File: config.mk
export PLATFORM = sky130hd
export DESIGN_NAME = magic_packet_driver
export DESIGN_NICKNAME = d
export VERILOG_FILES = /design/src/rtl/magic_packet_driver.sv
export SDC_FILE = /design/constraint.sdc
export NUM_CORES = 1
export LEC_CHECK = 0
export CORE_MARGIN = 8
export CORE_UTILIZATION = 38
export CTS_BUF_LIST = sky130_fd_sc_hd__clkbuf_8
export CTS_CLUSTER_DIAMETER = 80
export DETAILED_ROUTE_END_ITERATION = 10
export GPL_TIMING_DRIVEN = 0
export HOLD_SLACK_MARGIN = 0.12
export PLACE_DENSITY = 0.56
export SLEW_MARGIN = 30
export SYNTH_ARGS = -nofsm -noshare
export SYNTH_HDL_FRONTEND = slang
export SYNTH_SLANG_ARGS = --single-unit
File: constraint.sdc
create_clock -name clk -period 8.6 [get_ports clk]
set_input_delay 1.29 -clock clk [delete_from_list [all_inputs] [get_ports clk]]
set_output_delay 1.29 -clock clk [all_outputs]
set_load 0.05 [all_outputs]
File: src/rtl/magic_packet_driver.sv
// magic_packet_driver
// Drives a legal push/pop/data stream into a DEPTH-entry FIFO, injects one
// tracked "magic" packet (flagged by a one-cycle start pulse), then drains
// the FIFO.  A shadow occupancy counter gates the requests so the FIFO can
// never overflow or underflow.
module magic_packet_driver #(
   parameter int          DEPTH     = 8,
   parameter int          WIDTH     = 8,
   parameter int          CNTWID    = $clog2(DEPTH) + 1,
   parameter int          INJECT_AT = 3,
   parameter logic [15:0] SEED      = 16'hACE1
) (
   input  logic              clk,
   input  logic              rst,
   input  logic              go,
   input  logic              push_req,
   input  logic              pop_req,
   output logic              push,
   output logic              pop,
   output logic              start,
   output logic [WIDTH-1:0]  data_in,
   output logic [WIDTH-1:0]  magic,
   output logic [CNTWID-1:0] cnt,
   output logic              done
);

   // pushes only has to reach INJECT_AT; it is cleared on the magic push
   localparam int PWID = $clog2(INJECT_AT + 1) + 1;

   typedef enum logic [2:0] {
      ST_IDLE,
      ST_FILL,
      ST_TRACK,
      ST_DRAIN,
      ST_DONE
   } state_t;

   state_t            state_reg, state_next;
   logic [CNTWID-1:0] cnt_reg, cnt_next;
   logic [CNTWID-1:0] ahead_reg, ahead_next;
   logic [PWID-1:0]   pushes_reg, pushes_next;
   logic [WIDTH-1:0]  magic_reg;
   logic [15:0]       lfsr_reg;
   logic              push_ok;
   logic              pop_ok;

   // 16-bit Galois LFSR, taps 16,14,13,11
   function automatic logic [15:0] lfsr_step(input logic [15:0] v);
      return v[0] ? ((v >> 1) ^ 16'hB400) : (v >> 1);
   endfunction

   // Conservative gating: full blocks push even with a simultaneous pop,
   // empty blocks pop even with a simultaneous push.
   assign push_ok = push_req && (cnt_reg < CNTWID'(DEPTH));
   assign pop_ok  = pop_req && (cnt_reg != '0);

   assign data_in = lfsr_reg[WIDTH-1:0];
   assign magic   = magic_reg;
   assign cnt     = cnt_reg;

   // Next-state and output decode; outputs depend on state, registers and reqs
   always_comb begin
      state_next  = state_reg;
      ahead_next  = ahead_reg;
      pushes_next = pushes_reg;
      push        = 1'b0;
      pop         = 1'b0;
      start       = 1'b0;
      done        = 1'b0;
      case (state_reg)
         ST_IDLE: begin
            if (go) state_next = ST_FILL;
         end
         ST_FILL: begin
            push = push_ok;
            pop  = pop_ok;
            if (push_ok) begin
               if (pushes_reg == PWID'(INJECT_AT)) begin
                  // Magic push: remember how many entries sit in front of it
                  start       = 1'b1;
                  ahead_next  = cnt_reg - CNTWID'(pop_ok);
                  pushes_next = '0;
                  state_next  = ST_TRACK;
               end else begin
                  pushes_next = pushes_reg + PWID'(1);
               end
            end
         end
         ST_TRACK: begin
            push = push_ok;
            pop  = pop_ok;
            if (pop_ok) begin
               if (ahead_reg == '0) state_next = ST_DRAIN;
               else                 ahead_next = ahead_reg - CNTWID'(1);
            end
         end
         ST_DRAIN: begin
            pop = pop_ok;
            // Leave as soon as the FIFO is (or is about to become) empty, so
            // done rises on the cycle right after the last pop.
            if (cnt_reg == CNTWID'(pop_ok)) state_next = ST_DONE;
         end
         ST_DONE: begin
            done = 1'b1;
            if (go) state_next = ST_FILL;
         end
         default: state_next = ST_IDLE;
      endcase
   end

   // Shadow occupancy: simultaneous push and pop cancel out
   always_comb begin
      cnt_next = cnt_reg;
      if (push && !pop)      cnt_next = cnt_reg + CNTWID'(1);
      else if (pop && !push) cnt_next = cnt_reg - CNTWID'(1);
   end

   // State registers; reset aborts any run immediately
   always_ff @(posedge clk) begin
      if (!rst) begin
         state_reg  <= ST_IDLE;
         cnt_reg    <= '0;
         ahead_reg  <= '0;
         pushes_reg <= '0;
         magic_reg  <= '0;
         lfsr_reg   <= SEED;
      end else begin
         state_reg  <= state_next;
         cnt_reg    <= cnt_next;
         ahead_reg  <= ahead_next;
         pushes_reg <= pushes_next;
         if (start) magic_reg <= lfsr_reg[WIDTH-1:0];
         if (push)  lfsr_reg  <= lfsr_step(lfsr_reg);
      end
   end

endmodule

Yosys cells after proc, flatten, opt, wreduce, memory -nomap -nowiden
Cells that the tools add are included.

operators by class
  $add $sub $neg = 5
  multipliers = 0
  divide/modulo/power cells = 0
  order comparisons = 1
  equality and inequality tests = 13
  shifts and indexed selects = 0
  mux-type cells = 22
  bitwise logic cells = 1
  reduce and logical (&&, ||, !) cells = 17

operators with widths
  kind                 number
  $mux 4               6
  $mux 3               7
  $mux 16              1
  $ne 2x2->1 const B   6
  $pmux 3 s4           1
  $eq 3x2->1 const B   3
  $pmux 4 s2           1
  $sub 4x1->4 const B  2
  $mux 1               6
  $reduce_and 6->1     1
  $reduce_and 5->1     1
  $add 4x1->4 const B  1
  $eq 4x1->1           1
  $logic_and 1x1->1    4
  $logic_not 4->1      1
  $lt 4x4->1 const B   1
  $not 3->4            1
  $reduce_bool 2->1    2
  $reduce_bool 4->1    1
  $reduce_or 2->1      2
  $sub 4x1->4          1
  $add 3x1->3 const B  1
  $eq 3x1->1 const B   1
  $eq 3x3->1 const B   1
  other kinds (5)      6

word-level totals
  register bits = 38
  bits in latches = 0
  memory bits (writable) = 0
  memory bits (read-only) = 0
  input bits = 5
  output and inout bits = 24
  logic and storage cells = 65
  memories = 0

Depth between registers and ports, before layout
  depth in word-level cells = 7
  depth in mapped cells = 12

Worst setup path before layout
OpenSTA, ideal clock, no wires.

  path kind = input-to-reg
  from = input port push_req
  to = register cnt_reg[3] (netlist: cnt[3])
  library setup time = 72 ps
  arrival = 3600 ps
  slack = 4928 ps
  cell stages on the path = 11
  buffers on the path = 1
  cells stage by stage = nor3b_1 o21ai_2 inv_1 buf_4 ha_1 inv_1 ha_1 a21o_1 a21oi_1 mux2i_1 mux2i_1

between the ends
  longest elaborated chain between the ends = 5

ends and longest elaborated chain
  element                      line  source
  start: declaration           16    input logic push_req,
  $logic_and 1x1->1 (*)        54    assign push_ok = push_req && (cnt_reg < CNTWID'(DEPTH));
  $mux 1 (*)                   70    case (state_reg)
  named net push               18    output logic push,
  $logic_not 1->1              115   else if (pop && !push) cnt_next = cnt_reg - CNTWID'(1);
  $logic_and 1x1->1            115
  $reduce_bool 2->1 (no line)  n/a
  end signal: assignment       129   cnt_reg <= cnt_next;
  end: declaration             39    logic [CNTWID-1:0] cnt_reg, cnt_next;

Mark *: on every way through the listed nets, which the timed path passes. The rest lies on a longest branch.
A chain may end at the register's enable or synchronous reset.

Worst setup path in the final report
  from = input port push_req
  to = output port push

between the ends
  longest elaborated chain between the ends = 2

ends and longest elaborated chain
  element            line
  $logic_and 1x1->1  54
  $mux 1             70
  end: declaration   18

No other way between the ends.

==> results by group <==
Pwr
  – Leak: 1.03 nW
  – Pwr Total: a little under 0.0007 W
  – Maximum VDD drop: 0.152 mV
  – Power Dens Cells: between 200 and 300 mW/mm^2

Yosys
  – Synth Area in XOR/XNOR: 3.17%
  – Syn Area/Cell: around 8.5 sq um
  – Sequential area share after synthesis: about two fifths
  – Simple-Gate Fraction of Synth Area: approximately 22%
  – Synth Warn #: 0
  – Commonest cells in the netlist: dfxtp_1, nand2_1, nor2_1, a21oi_1, mux2i_1
  – Netlist cell types: 42
  – Synth top area share: 39.4%
  – Post-synth EDFFs: 0
  – FFs w/ async S/R, synth: 0%
  – Largest family of logic cells by synthesized area: simple AND/OR/NAND/NOR gates
  – Adder-cell share of the synthesized area: 5.57%
  – Syn Nets: 240
  – Largest area contributor in the netlist: dfxtp_1
  – Synth area leaders: dfxtp_1, nand2_1, mux2i_1
  – Seq cells post-synth: 38
  – Main synth FF type: dfxtp_1
  – Multiplexer area fraction after synthesis: under 10%
  – Cell Area, Synth: ~0.0019 sq mm
  – Complex-gate fraction of the synthesized area: between 10 and 15%
  – Syn Inst Count: between 200 and 250

Clock tree
  – Clk buf depth: 2
  – Hold Buf Count CTS: 0
  – Clk root buf: clkbuf_8
  – H-tree depth: 2
  – Num CTS Buffers: 5
  – Worst-path clk slew: roughly 0.070 ns
  – Postcts setup bufs: 0
  – Worst-skew pair later-pin latency: approximately 0.29 ns
  – # resized after CTS: 0
  – CTS tree: done
  – Clock Sinks: 38

Drt
  – Routed length per placed instance: approximately 13 um
  – DR vias/cell: roughly 4.8
  – Antenna Nets Post-Route: 0
  – Routed WL: roughly 4.3 mm
  – Initial DRC count: 86
  – Via Count: roughly 1.6k
  – DRC violations left: 0
  – Total iterations of the first detailed-routing run: 4

Critical path
  – Critical Path Fanout Max: 11
  – Critical path class: input pin to primary output
  – Startpoint types: input pin
  – CP arrival: 3.89 ns
  – WP data required: roughly 7.3 ns
  – Critical Path End Type: primary output

Finish
  – Non-Filler Instances: 332
  – Layout Nets: roughly 280
  – Antenna diode count: 0
  – Synthesis-to-layout area growth: 24.9%
  – Max reg flops: 16
  – Share of layout cells above drive strength 1: between 10% and 20%

Floorplan
  – Initial Util: 38.6%
  – Area of the core: about 0.005 sq mm
  – Die area: approximately 0.0076 sq mm
  – Die Y: roughly 87 um
  – I/O Pins: 29
  – Die Wd: 87.3 um
  – Num rows: 26

Place
  – Final GP Congestion: approximately 0.73
  – Dpl cells: 325
  – DP HPWL: about 3.2 mm
  – PortBufs: 28

STA
  – Fmax: between 150 and 200 MHz
  – Post-route clock period utilization: approximately three fifths
  – Setup TNS: 0 ns
  – Measured slew at the worst slew-check pin: 0.694 ns
  – Slew headroom: 53.1%
  – Final critical-path required period: roughly 5.2 ns
  – Final setup viols: 0
  – Final Max Tran Viols: 0
  – Hold Fails Final Rpt: 0
  – RSZ-0062 raised after global routing: false
  – Clock Skew: 0.00751 ns

GRT
  – Grt total ovfl: 0
  – Largest net degree at the start of global routing: 12
  – Total GRT Usage: 12.0%
  – First-pass GRT wire length: between 7 and 8 mm
  – Vias in the first global route: between 1k and 1.5k
  – Initial antenna violation count: 0

Outcome
  – Outcome: completed

Job
  – Max-cap violations: 0

Worst hold path
  – Hold crit path type: flip-flop to flip-flop
layout by cell type, fill, tap and decap left out, drive strengths merged, types with 3 or more instances in the layout:
master	n
clkdlybuf4s50	28
xor2	3
nand2	38
clkbuf	15
a21oi	14
xnor2	4
buf	13
o211ai	3
o21ai	4
dfxtp	38
ha	7
nand3	8
nor3	3
nor2b	3
nor2	21
nand2b	4
nor3b	4
mux2i	13
inv	11
layer usage:
layer	vias up	routed length (um)	GRT usage, %
li1	828	-	-
met1	729	2080	15.7
met2	20	1980	18.2
met3	5	139	3.02
met4	0	61	5.16
met5	-	0	0
cell families after synthesis:
family,count (synthesis)
AO/OA/AOI/OAI,35
XOR/XNOR,7
adder cells (fa/ha/maj),8
buffers and inverters,34
flip-flops,38
multiplexers,13
AND/OR/NAND/NOR,92
stage by stage:
| stage | hold WS (ns) | area (sq um) | util (%) | setup slack (ns) |
|---|---|---|---|---|
| floorplan | 0.429 | 1930 | - | 4.93 |
| global placement | 0.439 | 2300 | 45.9 | 3.41 |
| detailed placement | 0.447 | 2300 | 45.9 | 3.45 |
| CTS | 0.458 | 2410 | 48.2 | 3.44 |
| global route | 0.480 | 2410 | 48.2 | 3.15 |
| finish | 0.455 | 2410 | 48.2 | 3.42 |
cell type report:
| type | instances | area (sq um) |
|---|---|---|
| Buffer | 23 | 163 |
| Clock buffer | 6 | 82.6 |
| Sequential cell | 38 | 761 |
| Inverter | 11 | 41.3 |
| Timing Repair Buffer | 28 | 280 |
| Multi-Input combinational cell | 155 | 967 |
| Tap cell | 70 | 87.6 |
| Fill cell | 535 | 2600 |
| Clock inverter | 1 | 30.0 |
critical path: stages:
cell	delay (ns)
clkdlybuf4s50_1	0.50
nor3b_1	0.52
o21ai_2	0.27
inv_1	0.25
buf_4	0.23
clkdlybuf4s50_1	0.82
power by group:
group	internal, W	leakage, nW	switching [W]
clock	0.0000928	0.0573	0.0000616
combinational	0.000132	0.666	0.000171
sequential	0.000202	0.309	0.0000308
worst paths after layout:
| check | startpoint | slack [ns] | cells after the start | to |
|---|---|---|---|---|
| worst max register to register | cnt[3] | 5.33 | 12 | cnt[3] |
| worst min-delay path | lfsr_reg[15] | 0.45 | 2 | lfsr_reg[14] |
| worst max-delay path | push_req | 3.42 | 6 | push |
| worst min register to register | lfsr_reg[15] | 0.45 | 2 | lfsr_reg[14] |
Note: power is estimated with default switching activity, not from simulation.
